**src/rtl/l2_prefetch_pkg.sv**
```systemverilog
// Shared types and constants for the L2 prefetch buffer fill engine.
package l2_prefetch_pkg;

   localparam int unsigned INDEX_W   = 7;
   localparam int unsigned LINE_W    = 26;
   localparam int unsigned DATA_W    = 32;
   localparam int unsigned MASK_W    = 4;
   localparam int unsigned FLUSH_CNT = 128;
   localparam logic [MASK_W-1:0] WRM_ALL = 4'b1111;

   typedef enum logic [2:0] {
      ST_IDLE,
      ST_MREQ,
      ST_FILL,
      ST_INVAL,
      ST_FLUSH
   } state_t;

   typedef struct packed {
      logic [LINE_W-1:0] a;
      logic [DATA_W-1:0] d;
      logic [MASK_W-1:0] m;
   } snoop_t;

   // Clear the in-line offset bits of a longword address.
   function automatic logic [LINE_W-1:0] line_align(input logic [LINE_W-1:0] a,
                                                    input int unsigned blen);
      return a & ~LINE_W'(blen - 1);
   endfunction

endpackage

```
**src/rtl/l2_prefetch_snoop_hold.sv**
```systemverilog
// One-entry holding register for a CPU write snoop that lost its write slot.
module l2_prefetch_snoop_hold
   import l2_prefetch_pkg::*;
(
   input  logic   i_clk,
   input  logic   i_rst_n,
   input  logic   i_load,
   input  logic   i_fwd,
   input  snoop_t i_snoop,
   output logic   o_full,
   output snoop_t o_snoop
);

   logic   r_full;
   snoop_t r_snoop;

   always_ff @(posedge i_clk) begin
      if (!i_rst_n) begin
         r_full  <= 1'b0;
         r_snoop <= '0;
      end else if (i_load) begin
         r_full  <= 1'b1;
         r_snoop <= i_snoop;
      end else if (i_fwd) begin
         r_full  <= 1'b0;
      end
   end

   assign o_full  = r_full;
   assign o_snoop = r_snoop;

endmodule

```
**src/rtl/l2_prefetch_fill.sv**
```systemverilog
// Write-side engine of the L2 prefetch buffer: burst fill, snoop forwarding, flush sweep.
// Optional next-line prefetch is enabled by defining PREFETCH_NEXTLINE_EN.
module l2_prefetch_fill
   import l2_prefetch_pkg::*;
#(
   parameter int unsigned BURST_LEN = 8
) (
   input  logic              CLK,
   input  logic              nRESET,
   input  logic              MissReq,
   input  logic [LINE_W-1:0] MissA,
   output logic              MissAck,
   output logic              Busy,
   output logic              MemReq,
   output logic [LINE_W-1:0] MemA,
   input  logic              MemGnt,
   input  logic              MemRDV,
   input  logic [DATA_W-1:0] MemRDD,
   input  logic              CPUWR,
   input  logic [LINE_W-1:0] CPUWRA,
   input  logic [DATA_W-1:0] CPUWRD,
   input  logic [MASK_W-1:0] CPUWRM,
   output logic              SnoopStall,
   input  logic              Flush,
   output logic [LINE_W-1:0] WRA,
   output logic [DATA_W-1:0] WRD,
   output logic              WR,
   output logic [MASK_W-1:0] WRM,
   output logic              CLR
);

   localparam logic [INDEX_W-1:0] LAST_BEAT  = INDEX_W'(BURST_LEN - 1);
   localparam logic [INDEX_W-1:0] LAST_SWEEP = INDEX_W'(FLUSH_CNT - 1);

   state_t              r_state, w_state_nx;
   logic [LINE_W-1:0]   r_base, w_base_nx;
   logic [INDEX_W-1:0]  r_cnt, w_cnt_nx;
   logic                r_poison, w_poison_nx;
   logic                r_flush_pend, w_flush_pend_nx;
`ifdef PREFETCH_NEXTLINE_EN
   logic                r_nl_arm, w_nl_arm_nx;
   logic                r_nl_fill, w_nl_fill_nx;
`endif

   logic                r_miss_ack, r_busy, r_mem_req, r_wr, r_clr;
   logic [LINE_W-1:0]   r_mem_a, r_wra;
   logic [DATA_W-1:0]   r_wrd;
   logic [MASK_W-1:0]   r_wrm;

   logic                w_miss_ack;
   logic                w_own_wr, w_own_clr;
   logic [LINE_W-1:0]   w_own_a;
   logic [DATA_W-1:0]   w_own_d;
   logic                w_hit;
   logic                w_hold_full, w_hold_load, w_fwd_hold, w_fwd_cpu;
   snoop_t              w_cpu_snoop, w_hold_snoop;
   logic                w_wr_nx, w_clr_nx;
   logic [LINE_W-1:0]   w_wra_nx;
   logic [DATA_W-1:0]   w_wrd_nx;
   logic [MASK_W-1:0]   w_wrm_nx;

   assign w_cpu_snoop = '{a: CPUWRA, d: CPUWRD, m: CPUWRM};

   l2_prefetch_snoop_hold u_hold (
      .i_clk   (CLK),
      .i_rst_n (nRESET),
      .i_load  (w_hold_load),
      .i_fwd   (w_fwd_hold),
      .i_snoop (w_cpu_snoop),
      .o_full  (w_hold_full),
      .o_snoop (w_hold_snoop)
   );

   // Next-state, own-write generation and write-port arbitration.
   always_comb begin
      w_state_nx      = r_state;
      w_base_nx       = r_base;
      w_cnt_nx        = r_cnt;
      w_poison_nx     = r_poison;
      w_flush_pend_nx = r_flush_pend;
`ifdef PREFETCH_NEXTLINE_EN
      w_nl_arm_nx     = r_nl_arm;
      w_nl_fill_nx    = r_nl_fill;
`endif
      w_miss_ack      = 1'b0;
      w_own_wr        = 1'b0;
      w_own_clr       = 1'b0;
      w_own_a         = '0;
      w_own_d         = '0;

      w_hit = CPUWR && ((r_state == ST_MREQ) || (r_state == ST_FILL)) &&
              (line_align(CPUWRA, BURST_LEN) == r_base);
      if (w_hit) w_poison_nx = 1'b1;
      if (Flush && (r_state != ST_IDLE) && (r_state != ST_FLUSH)) w_flush_pend_nx = 1'b1;

      case (r_state)
         ST_IDLE: begin
            if (r_flush_pend || Flush) begin
               w_state_nx      = ST_FLUSH;
               w_flush_pend_nx = 1'b0;
               w_cnt_nx        = '0;
            end else if (MissReq) begin
               w_miss_ack = 1'b1;
               w_base_nx  = line_align(MissA, BURST_LEN);
               w_state_nx = ST_MREQ;
`ifdef PREFETCH_NEXTLINE_EN
               w_nl_arm_nx  = 1'b0;
               w_nl_fill_nx = 1'b0;
            end else if (r_nl_arm) begin
               w_base_nx    = r_base + LINE_W'(BURST_LEN);
               w_state_nx   = ST_MREQ;
               w_nl_arm_nx  = 1'b0;
               w_nl_fill_nx = 1'b1;
`endif
            end
         end
         ST_MREQ: begin
            if (MemGnt) begin
               w_state_nx = ST_FILL;
               w_cnt_nx   = '0;
            end
         end
         ST_FILL: begin
            if (MemRDV) begin
               w_own_wr = 1'b1;
               w_own_a  = r_base + LINE_W'(r_cnt);
               w_own_d  = MemRDD;
               w_cnt_nx = r_cnt + INDEX_W'(1);
               if (r_cnt == LAST_BEAT) begin
                  w_cnt_nx = '0;
                  if (r_poison || w_hit) begin
                     w_state_nx = ST_INVAL;
                  end else begin
                     w_state_nx = ST_IDLE;
`ifdef PREFETCH_NEXTLINE_EN
                     w_nl_arm_nx = !r_nl_fill;
`endif
                  end
               end
            end
         end
         ST_INVAL: begin
            w_own_wr  = 1'b1;
            w_own_clr = 1'b1;
            w_own_a   = r_base + LINE_W'(r_cnt);
            w_cnt_nx  = r_cnt + INDEX_W'(1);
            if (r_cnt == LAST_BEAT) begin
               w_cnt_nx    = '0;
               w_poison_nx = 1'b0;
               w_state_nx  = ST_IDLE;
            end
         end
         ST_FLUSH: begin
            w_own_wr  = 1'b1;
            w_own_clr = 1'b1;
            w_own_a   = LINE_W'(r_cnt);
            w_cnt_nx  = r_cnt + INDEX_W'(1);
            if (r_cnt == LAST_SWEEP) begin
               w_cnt_nx   = '0;
               w_state_nx = ST_IDLE;
            end
         end
         default: w_state_nx = ST_IDLE;
      endcase

      // Own writes win the slot; a held snoop drains before a new one passes.
      w_fwd_hold  = w_hold_full && !w_own_wr;
      w_fwd_cpu   = CPUWR && !w_own_wr && !w_hold_full;
      w_hold_load = CPUWR && (w_own_wr || w_hold_full);

      w_wr_nx  = w_own_wr || w_fwd_hold || w_fwd_cpu;
      w_clr_nx = 1'b0;
      w_wra_nx = '0;
      w_wrd_nx = '0;
      w_wrm_nx = '0;
      if (w_own_wr) begin
         w_clr_nx = w_own_clr;
         w_wra_nx = w_own_a;
         w_wrd_nx = w_own_d;
         w_wrm_nx = WRM_ALL;
      end else if (w_fwd_hold) begin
         w_wra_nx = w_hold_snoop.a;
         w_wrd_nx = w_hold_snoop.d;
         w_wrm_nx = w_hold_snoop.m;
      end else if (w_fwd_cpu) begin
         w_wra_nx = CPUWRA;
         w_wrd_nx = CPUWRD;
         w_wrm_nx = CPUWRM;
      end
   end

   always_ff @(posedge CLK) begin
      if (!nRESET) begin
         r_state      <= ST_IDLE;
         r_base       <= '0;
         r_cnt        <= '0;
         r_poison     <= 1'b0;
         r_flush_pend <= 1'b0;
`ifdef PREFETCH_NEXTLINE_EN
         r_nl_arm     <= 1'b0;
         r_nl_fill    <= 1'b0;
`endif
         r_miss_ack   <= 1'b0;
         r_busy       <= 1'b0;
         r_mem_req    <= 1'b0;
         r_mem_a      <= '0;
         r_wr         <= 1'b0;
         r_clr        <= 1'b0;
         r_wra        <= '0;
         r_wrd        <= '0;
         r_wrm        <= '0;
      end else begin
         r_state      <= w_state_nx;
         r_base       <= w_base_nx;
         r_cnt        <= w_cnt_nx;
         r_poison     <= w_poison_nx;
         r_flush_pend <= w_flush_pend_nx;
`ifdef PREFETCH_NEXTLINE_EN
         r_nl_arm     <= w_nl_arm_nx;
         r_nl_fill    <= w_nl_fill_nx;
`endif
         r_miss_ack   <= w_miss_ack;
         r_busy       <= (w_state_nx != ST_IDLE);
         r_mem_req    <= (w_state_nx == ST_MREQ);
         r_mem_a      <= (w_state_nx == ST_MREQ) ? w_base_nx : '0;
         r_wr         <= w_wr_nx;
         r_clr        <= w_clr_nx;
         r_wra        <= w_wra_nx;
         r_wrd        <= w_wrd_nx;
         r_wrm        <= w_wrm_nx;
      end
   end

   assign MissAck    = r_miss_ack;
   assign Busy       = r_busy;
   assign MemReq     = r_mem_req;
   assign MemA       = r_mem_a;
   assign SnoopStall = w_hold_full;
   assign WR         = r_wr;
   assign CLR        = r_clr;
   assign WRA        = r_wra;
   assign WRD        = r_wrd;
   assign WRM        = r_wrm;

endmodule

```
**config.mk**
```make
export PLATFORM = sky130hd
export DESIGN_NAME = l2_prefetch_fill
export DESIGN_NICKNAME = d
export VERILOG_FILES = /design/src/rtl/l2_prefetch_pkg.sv /design/src/rtl/l2_prefetch_snoop_hold.sv /design/src/rtl/l2_prefetch_fill.sv
export SDC_FILE = /design/constraint.sdc
export NUM_CORES = 1
export LEC_CHECK = 0
export CORE_MARGIN = 1
export CORE_UTILIZATION = 44
export CTS_CLUSTER_SIZE = 8
export DETAILED_ROUTE_END_ITERATION = 8
export PLACE_DENSITY = 0.73
export RECOVER_POWER = 100
export SLEW_MARGIN = 20
export SYNTH_ARGS = -nofsm -noshare
export SYNTH_HDL_FRONTEND = slang
export SYNTH_SLANG_ARGS = --single-unit
export TNS_END_PERCENT = 50
```
**constraint.sdc**
```tcl
create_clock -name CLK -period 2 [get_ports CLK]
set_input_delay 0.6 -clock CLK [delete_from_list [all_inputs] [get_ports CLK]]
set_output_delay 0.6 -clock CLK [all_outputs]
set_load 0.005 [all_outputs]
```
---- Word-level counts from Yosys, hierarchy flattened ----
Index checks and enable logic that the tools add are counted.
word-level totals
  register bits after elaboration ......... 194
  output and inout port bits .............. 94
operators by class
  add/sub/neg operators ................... 2
  equality and inequality tests ........... 12
  mux-type cells .......................... 43
  bitwise operators ....................... 2
  reductions and logical operators ........ 26
operator list
  kind                   count
  $mux W26               7
  $mux W32               5
  $pmux W26 S3           1
  $mux W7                5
  $pmux W7 S5            1
  $add A26 B7 Y26        1
  $eq A26 B26 Y1         1
  $mux W3                7
  $pmux W3 S5            1
  $mux W4                3
  $mux W1                11
  $logic_and A1 B1 Y1    8
  $add A7 B1 Y7 const B  1
  $eq A7 B3 Y1 const B   1
  $eq A7 B7 Y1 const B   1
  $eq A3 B1 Y1 const B   2
  $eq A3 B2 Y1 const B   2
  $logic_or A1 B1 Y1     6
  $ne A2 B2 Y1 const B   3
  $reduce_bool A3 Y1     2
  $reduce_bool A5 Y1     1
  $reduce_and A2 Y1      2
  $reduce_and A4 Y1      1
  $eq A3 B3 Y1 const B   1
  other kinds (9)        11

---- Depth between registers and ports, before layout ----
Gate-level depths: netlist of the first run.
  depth after elaboration ................. 11
  depth in mapped cells ................... 9

---- Modules after synthesis ----
Synthesis of the first run repeated with hierarchy kept, for this count alone.
second synthesis, totals
  cell total of the unflattened synthesis .. 856
  area, all modules ....................... 8,275.4 µm²
by module, submodules not included
  module                  times used  cells each  area each (µm²)  seq. area each (µm²)
  l2_prefetch_fill        1           654         5,838.1          2,622.5
  l2_prefetch_snoop_hold  1           202         2,437.3          1,261.2

---- Worst setup path after synthesis of the first run ----
OpenSTA, ideal clock, no wires.
  path kind ............................... register -> register
  start ................................... register r_cnt[0]
  end ..................................... register r_wra[10] (netlist: WRA[10])
  setup time .............................. 79 ps
  arrival ................................. 2,088 ps
  path slack .............................. -167 ps
  cell stages (with the launch flop) ...... 9
  path buffers ............................ 0
  path through ............................ dfxtp_1 > ha_1 > inv_1 > fa_1 > nand2b_1 > a21boi_0 > o21ai_1 > a2111o_1 > o211ai_1
on the way
  longest elaborated chain between the ends .. 4
ends and longest elaborated chain
  element                 RTL line                                          source
  from (decl)             l2_prefetch_fill.sv:37                            logic [INDEX_W-1:0] r_cnt, w_cnt_nx;
  from (signal assigned)  l2_prefetch_fill.sv:215                           r_cnt <= w_cnt_nx;
  $add A26 B7 Y26 (*)     l2_prefetch_fill.sv:126, l2_prefetch_fill.sv:145
  $mux W26                l2_prefetch_fill.sv:124                           if (MemRDV) begin
  $pmux W26 S3 (*)        l2_prefetch_fill.sv:96                            case (r_state)
  $mux W26 (*)            l2_prefetch_fill.sv:176                           if (w_own_wr) begin
  to (signal assigned)    l2_prefetch_fill.sv:228                           r_wra <= w_wra_nx;
  to (decl)               l2_prefetch_fill.sv:46                            logic [LINE_W-1:0] r_mem_a, r_wra;
Every way passes the cells marked *; elsewhere a longest branch is shown, timed or not.
A chain may end at the register's enable or synchronous reset.

---- Worst setup path in the final report of the first run ----
  start ................................... register r_base[0]
  end ..................................... register r_wra[10] (netlist: WRA[10])
on the way
  longest elaborated chain between the ends .. 4
ends and longest elaborated chain
  element                 RTL line                                          source
  from (decl)             l2_prefetch_fill.sv:36                            logic [LINE_W-1:0] r_base, w_base_nx;
  from (signal assigned)  l2_prefetch_fill.sv:214                           r_base <= w_base_nx;
  $add A26 B7 Y26 (*)     l2_prefetch_fill.sv:126, l2_prefetch_fill.sv:145
  $mux W26                l2_prefetch_fill.sv:124
  $pmux W26 S3 (*)        l2_prefetch_fill.sv:96
  $mux W26 (*)            l2_prefetch_fill.sv:176
Marked as above.

==> results of run 1 <==
-- layout make-up --
cell class	instances	share of cell area, %
inverters	9	0.284
flip-flops and latches	194	31.6
diodes	1	0.0203
well taps	260	2.64
repair buffers	320	24.7
clock buffers	17	3.45
multi-input cells	788	35.5
clock inverters	15	1.77
-- power groups by stage --
stage	Combinational [mW]	Clock [mW]	Sequential (mW)
2_1_floorplan	0.691	0	4.23
3_3_place_gp	1.45	0	4.25
3_5_place_dp	1.48	0	4.25
4_1_cts	1.49	3.69	4.16
5_1_grt	1.56	3.86	4.18
6_report	1.44	3.63	4.16
-- metrics by stage --
stage / TNS, ps / instances
global route: -777 / 1604
finish: 0 / 1604
global placement: -39420 / 1568
CTS: 0 / 1602
detailed placement: -41140 / 1568
floorplan: 0 / 1073
-- worst max path at each step --
stage | from | end | cells past startpoint | slack (ps)
finish | r_base[0]$_SDFF_PN0_ | WRA[10]$_SDFF_PN0_ | 8 | 3
global route | r_base[0]$_SDFF_PN0_ | Busy$_SDFF_PN0_ | 6 | -50
CTS | CPUWRA[24] | Busy$_SDFF_PN0_ | 7 | 20
detailed placement | CPUWRA[24] | Busy$_SDFF_PN0_ | 7 | -430
global placement | MemRDV | Busy$_SDFF_PN0_ | 7 | -380
floorplan | r_cnt[0]$_SDFFE_PN0P_ | WRA[14]$_SDFF_PN0_ | 8 | 0.4
-- worst register-to-register path, delay by kind of cell (launching register included) --
family,cells,cell delay [ps]
compound gates,4,880
fa+ha+maj,2,480
flops,1,370
simple gates,1,160
buf+inv,1,50
-- logic make-up (layout without fill, tap and decap cells) --
logic type | count (synthesis) | count (layout)
adder cells (fa/ha/maj) | 9 | 9
other | 0 | 1
XOR/XNOR | 40 | 40
multiplexers | 24 | 24
AO/OA/AOI/OAI | 261 | 261
AND/OR/NAND/NOR | 454 | 454
buffers and inverters | 91 | 361
flip-flops | 194 | 194
-- timing repair --
item                                    in CTS  in global routing
pin swaps                                    3                 11
endpoints found under the setup margin      11                 22
hold buffers                                 0                  0
gates resized for setup                      8                 27
buffers inserted                             2                  1
-- state kept, by name (all words and copies together) (netlist names), 3 cells and up --
signal,flops
WRA,26
u_hold.o_snoop,62
MemA,26
r_state,3
WRD,32
r_base,26
WRM,4
r_cnt,7
-- synthesized netlist by cell type (7+ instances only) --
cell type  instances  area share, %
ha_1               8            1.2
o211ai_1          22            1.9
a31oi_1            8           0.59
o21ai_0           48            2.8
dfxtp_1          194             45
o22ai_1           11           0.81
a21oi_1          105            6.2
inv_1              9           0.40
buf_2             14           0.82
nor3_1            10           0.59
clkbuf_1          58            2.5
mux2i_1           24            2.8
and3_1             9           0.66
buf_6              7           0.92
nand3_1           17            1.0
nand2_1          254             11
nor2_1           120            5.3
a22oi_1           37            3.3
xor2_1            34            3.5
nor4_1             7           0.51
-- routing by layer --
metal  part of all wire, %  wire (um)  GRT usage, %
met5                     0          0             0
met3                   4.8       1280          4.08
met1                    42      11200          33.3
met2                    49      13000          45.2
met4                   3.3        877          11.3
==> results.sh, run 1 <==
export IMPL_synth_ff_type="dfxtp_1"
export IMPL_start_util_pct=45.2
export IMPL_fin_util_pct=65.2
export IMPL_grt_pass1_vias=8160
export IMPL_grt_pass1_wl_um=41700
export IMPL_syn_area_um2=8540
export IMPL_cp_start_kind="register"
export IMPL_synth_warnings=0
export IMPL_finalHoldViolations=0
export IMPL_synth_xor_area_share_pct=4.10
export IMPL_synth_adder_area_share_pct=1.41
export IMPL_route_vias_total=8567
export IMPL_internal_power_mw=6.61
export IMPL_routedWlPerCell_um=16.4
export IMPL_grt_use_total_pct=26.5
export IMPL_reg2reg_depth=8
export IMPL_clkTransAtPathRegs_ps=80
export IMPL_synth_async_reset_ratio_pct=0
export IMPL_core_um2=18900
export IMPL_max_stage_delay_ps=390
export IMPL_fin_crit_ps=2000
export IMPL_multi_input_area_um2=4380
export IMPL_synth_distinct_cells=57
export IMPL_fin_crit_sh_pct=99.8
export IMPL_antenna_found_initial=1
export IMPL_area_growth_pct=44.3
export IMPL_worstHoldPathCells=2
export IMPL_rsz0062_at_grt="true"
export IMPL_crit_path_max_fanout=8
export IMPL_final_common_cell="nand2_1"
export IMPL_vdd_drop_max_v=0.000575
export IMPL_slowest_stage="a2111o_1"
export IMPL_port_buffers=217
export IMPL_swShare_pct=28.3
export IMPL_register_area_um2=3890
export IMPL_holdCritStartpoint="u_hold.o_snoop[58]$_SDFFE_PN0P_"
export IMPL_grt_max_degree=129
export IMPL_critical_path_class="reg2reg"
export IMPL_fin_skew_ps=12.8
export IMPL_max_clock_freq_ghz=0.501
export IMPL_total_power_mw=9.23
export IMPL_slew_violations=0
export IMPL_synth_simple_area_share_pct=22.5
export IMPL_leakage_nw=5.05
export IMPL_synth_compound_area_share_pct=18.8
export IMPL_slew_limit_headroom_pct=60.5
export IMPL_arrival_ps=2350
export IMPL_hold_path_class="reg2reg"
export IMPL_critPathBufInv=1
export IMPL_layout_drive_gt1_share_pct=13.0
export IMPL_p_switching_mw=2.62
export IMPL_detail_route_antenna_nets=0
export IMPL_rows=50
export IMPL_htree_levels=4
export IMPL_ios=221
export IMPL_clock_sinks=194
export IMPL_gr_total_overflow=0
export IMPL_crit_path_cell_trace="ha_4 > inv_1 > fa_2 > nand2b_4 > a21boi_2 > o21ai_4 > a2111o_1 > o211ai_1"
export IMPL_pre_cts_ws_ps=-427
export IMPL_totalWireLength_um=26300
export IMPL_dieArea_um2=20000
export IMPL_drcViolationCount=0
export IMPL_setup_violations_final=0
export IMPL_fin_area_um2=12300
export IMPL_netlist_instances=1073
export IMPL_die_height_um=141
export IMPL_ys_ff_latch=194
export IMPL_yosysSeqAreaShare_pct=45.5
export IMPL_power_density_nw_per_um2=749
export IMPL_comb_power_share_pct=15.6
export IMPL_fin_nets=1466
export IMPL_syn_nets=1209
export IMPL_most_common_layout_cells="nand2_1 (254), dfxtp_1 (188), clkdlybuf4s50_1 (130)"
export IMPL_endpoint_kind="register"
export IMPL_p_seq_share_pct=45.1
export IMPL_path_delay_family="compound AO/OA/AOI/OAI gates"
export IMPL_status="finished, final reports clean"
export IMPL_drt_pass1_iter_count=5
export IMPL_min_to="u_hold.o_snoop[58]$_SDFFE_PN0P_"
export IMPL_clock_latency_ps=440
export IMPL_post_synth_mux_area_share_pct=2.81
export IMPL_place_gp_congestion=0.953
export IMPL_p_clk_share_pct=39.4
export IMPL_cts_tree="yes"
export IMPL_synth_top_family_by_area="simple AND/OR/NAND/NOR gates"
export IMPL_required_ps=2350
export IMPL_fin_hold_ws_ps=456
export IMPL_r2r_slack_ps=3
export IMPL_maxCapViolations=0
export IMPL_cts_max_path_buffers=2
export IMPL_placed_cell_area_um2=11600
export IMPL_cts_buffers=17
export IMPL_drt_iter0_drc=641
export IMPL_synth_avg_cell_area_um2=7.96
export IMPL_synth_edf_count=0
export IMPL_fill_cells=1681
export IMPL_via_per_inst=5.34
export IMPL_hpwl_um=18600
export IMPL_cts_root_buf="clkbuf_16"
export IMPL_setup_slack_ps=3.45
export IMPL_rr_endpoint="WRA[10]$_SDFF_PN0_"
export IMPL_die_w_um=141
export IMPL_r2r_start="r_base[0]$_SDFF_PN0_"
export IMPL_tightest_slew_ps=593
No activity file was read; power rests on OpenSTA's default activity.
==> run 2: changes to the inputs <==
Settings changed: CELL_PAD_IN_SITES_DETAIL_PLACEMENT set to 1, CELL_PAD_IN_SITES_GLOBAL_PLACEMENT set to 1, CORE_UTILIZATION 44 to 32, SKIP_CTS_REPAIR_TIMING set to 1.
==> run 2 against run 1 <==
The flow now finishes with violations (design-rule violations). Global-route usage is 4.2 points lower. Combinational power grew 3%. Cell area increased by 0.71%. Count of clock-buffer cells in the layout is the same. Power is 1.1% higher. First-iteration DRC count decreased by 20%. Final cell count grew 4.4%. Sequential share of layout area is 0.27 points lower. Worst setup slack improved by 4.2 ps. Hold slack improved by 0.67 ps. Critical path depth stayed put. Largest cell class unchanged. Largest power group unchanged.
==> results.sh, run 2 (synthesized netlist as in run 1, its figures left out) <==
export IMPL_status="finished, violations left"
export IMPL_failed_checks="design-rule violations"
export IMPL_ios=221
export IMPL_grt_pass1_vias=8666
export IMPL_p_seq_share_pct=44.6
export IMPL_hold_path_class="reg2reg"
export IMPL_swShare_pct=30.0
export IMPL_rsz0062_at_grt="true"
export IMPL_max_clock_freq_ghz=0.502
export IMPL_fill_cells=3079
export IMPL_fin_skew_ps=26.7
export IMPL_clock_sinks=194
export IMPL_required_ps=2280
export IMPL_p_switching_mw=2.80
export IMPL_totalWireLength_um=30700
export IMPL_crit_path_max_fanout=12
export IMPL_detail_route_antenna_nets=0
export IMPL_pre_cts_ws_ps=-473
export IMPL_cts_buffers=17
export IMPL_endpoint_kind="register"
export IMPL_cp_start_kind="register"
export IMPL_die_w_um=165
export IMPL_slew_violations=0
export IMPL_cts_tree="yes"
export IMPL_htree_levels=4
export IMPL_clkTransAtPathRegs_ps=80
export IMPL_dieArea_um2=27300
export IMPL_tightest_slew_ps=685
export IMPL_slew_limit_headroom_pct=54.3
export IMPL_vdd_drop_max_v=0.000427
export IMPL_final_common_cell="nand2_1"
export IMPL_fin_hold_ws_ps=456
export IMPL_core_um2=26100
export IMPL_cts_root_buf="clkbuf_16"
export IMPL_start_util_pct=32.7
export IMPL_antenna_found_initial=1
export IMPL_grt_use_total_pct=22.3
export IMPL_setup_violations_final=0
export IMPL_largest_reg_flops=62
export IMPL_internal_power_mw=6.53
export IMPL_via_per_inst=5.14
export IMPL_grt_max_degree=122
export IMPL_comb_power_share_pct=16.0
export IMPL_routedWlPerCell_um=18.3
export IMPL_rows=59
export IMPL_register_area_um2=3890
export IMPL_drcViolationCount=22
export IMPL_route_vias_total=8611
export IMPL_most_common_layout_cells="nand2_1 (254), dfxtp_1 (191), clkdlybuf4s50_1 (146)"
export IMPL_area_growth_pct=45.3
export IMPL_p_clk_share_pct=39.4
export IMPL_place_gp_congestion=0.870
export IMPL_multi_input_area_um2=4370
export IMPL_gr_total_overflow=0
export IMPL_port_buffers=217
export IMPL_setup_slack_ps=7.67
export IMPL_maxCapViolations=0
export IMPL_fin_nets=1461
export IMPL_hpwl_um=21300
export IMPL_cts_max_path_buffers=2
export IMPL_grt_pass1_wl_um=47000
export IMPL_total_power_mw=9.33
export IMPL_finalHoldViolations=0
export IMPL_die_height_um=165
export IMPL_drt_iter0_drc=514
export IMPL_layout_drive_gt1_share_pct=12.6
export IMPL_fin_crit_ps=1990
export IMPL_critical_path_class="reg2reg"
export IMPL_drt_pass1_iter_count=7
export IMPL_leakage_nw=5.00
export IMPL_fin_crit_sh_pct=99.6
export IMPL_power_density_nw_per_um2=752
export IMPL_clock_latency_ps=440
export IMPL_arrival_ps=2280
[run 2: cell count changes in the layout (fill, tap and decap cells not counted), moves of 3 or more]
cell             delta
dlygate4sd3_1      -15
buf_6               -4
buf_12              +4
clkbuf_4            +3
clkdlybuf4s50_1    +16
buf_4               -5
dfxtp_1             +3
[run 2: per-stage QoR]
stage | instance area, um^2 | cells | setup TNS [ps] | utilization (%)
floorplan | 8550 | 1073 | 0 | -
CTS | 12300 | 1671 | -1690 | 47.2
detailed placement | 11700 | 1639 | -51940 | 44.7
global placement | 11700 | 1639 | -44880 | 44.7
global route | 12400 | 1674 | -751 | 47.5
finish | 12400 | 1674 | 0 | 47.5
[run 2: area by class of cell]
class | count | share of cell area (%)
Timing Repair Buffer | 315 | 24.6
Inverter | 9 | 0.292
Antenna cell | 1 | 0.0202
Sequential cell | 194 | 31.3
Tap cell | 335 | 3.38
Clock buffer | 17 | 3.43
Multi-Input combinational cell | 788 | 35.2
Clock inverter | 15 | 1.72
[run 2: path summary, 6_finish.rpt]
kind	cells past startpoint	slack, ps	from	end
setup / recovery	8	8	r_base[1]$_SDFF_PN0_	WRA[5]$_SDFF_PN0_
hold / removal	2	460	u_hold.o_snoop[24]$_SDFFE_PN0P_	u_hold.o_snoop[24]$_SDFFE_PN0P_
setup reg to reg	8	8	r_base[1]$_SDFF_PN0_	WRA[5]$_SDFF_PN0_
hold reg to reg	2	460	u_hold.o_snoop[24]$_SDFFE_PN0P_	u_hold.o_snoop[24]$_SDFFE_PN0P_
[run 2: layer usage]
layer,wire length (um),vias up,GRT usage (%)
met5,0,-,0
met4,633,0,7.07
met3,1240,43,3.05
met2,15600,201,39.1
met1,13200,4209,28.0
li1,-,4158,-
[run 2: power by group through the flow]
stage / clock network, mW / logic (mW) / registers (mW)
after floorplan: 0 / 0.691 / 4.23
after global routing: 3.91 / 1.63 / 4.18
final: 3.68 / 1.49 / 4.16
after detailed placement: 0 / 1.52 / 4.25
after global placement: 0 / 1.49 / 4.24
after CTS: 3.77 / 1.53 / 4.16
[run 2: critical path, stage by stage, from the launching register on]
cell and delay [ps]:
dfxtp_1 320, buf_4 150, ha_1 310, a21oi_2 160
o211ai_1 130, buf_4 200, or3_1 340, nand3_1 120
a21oi_1 100
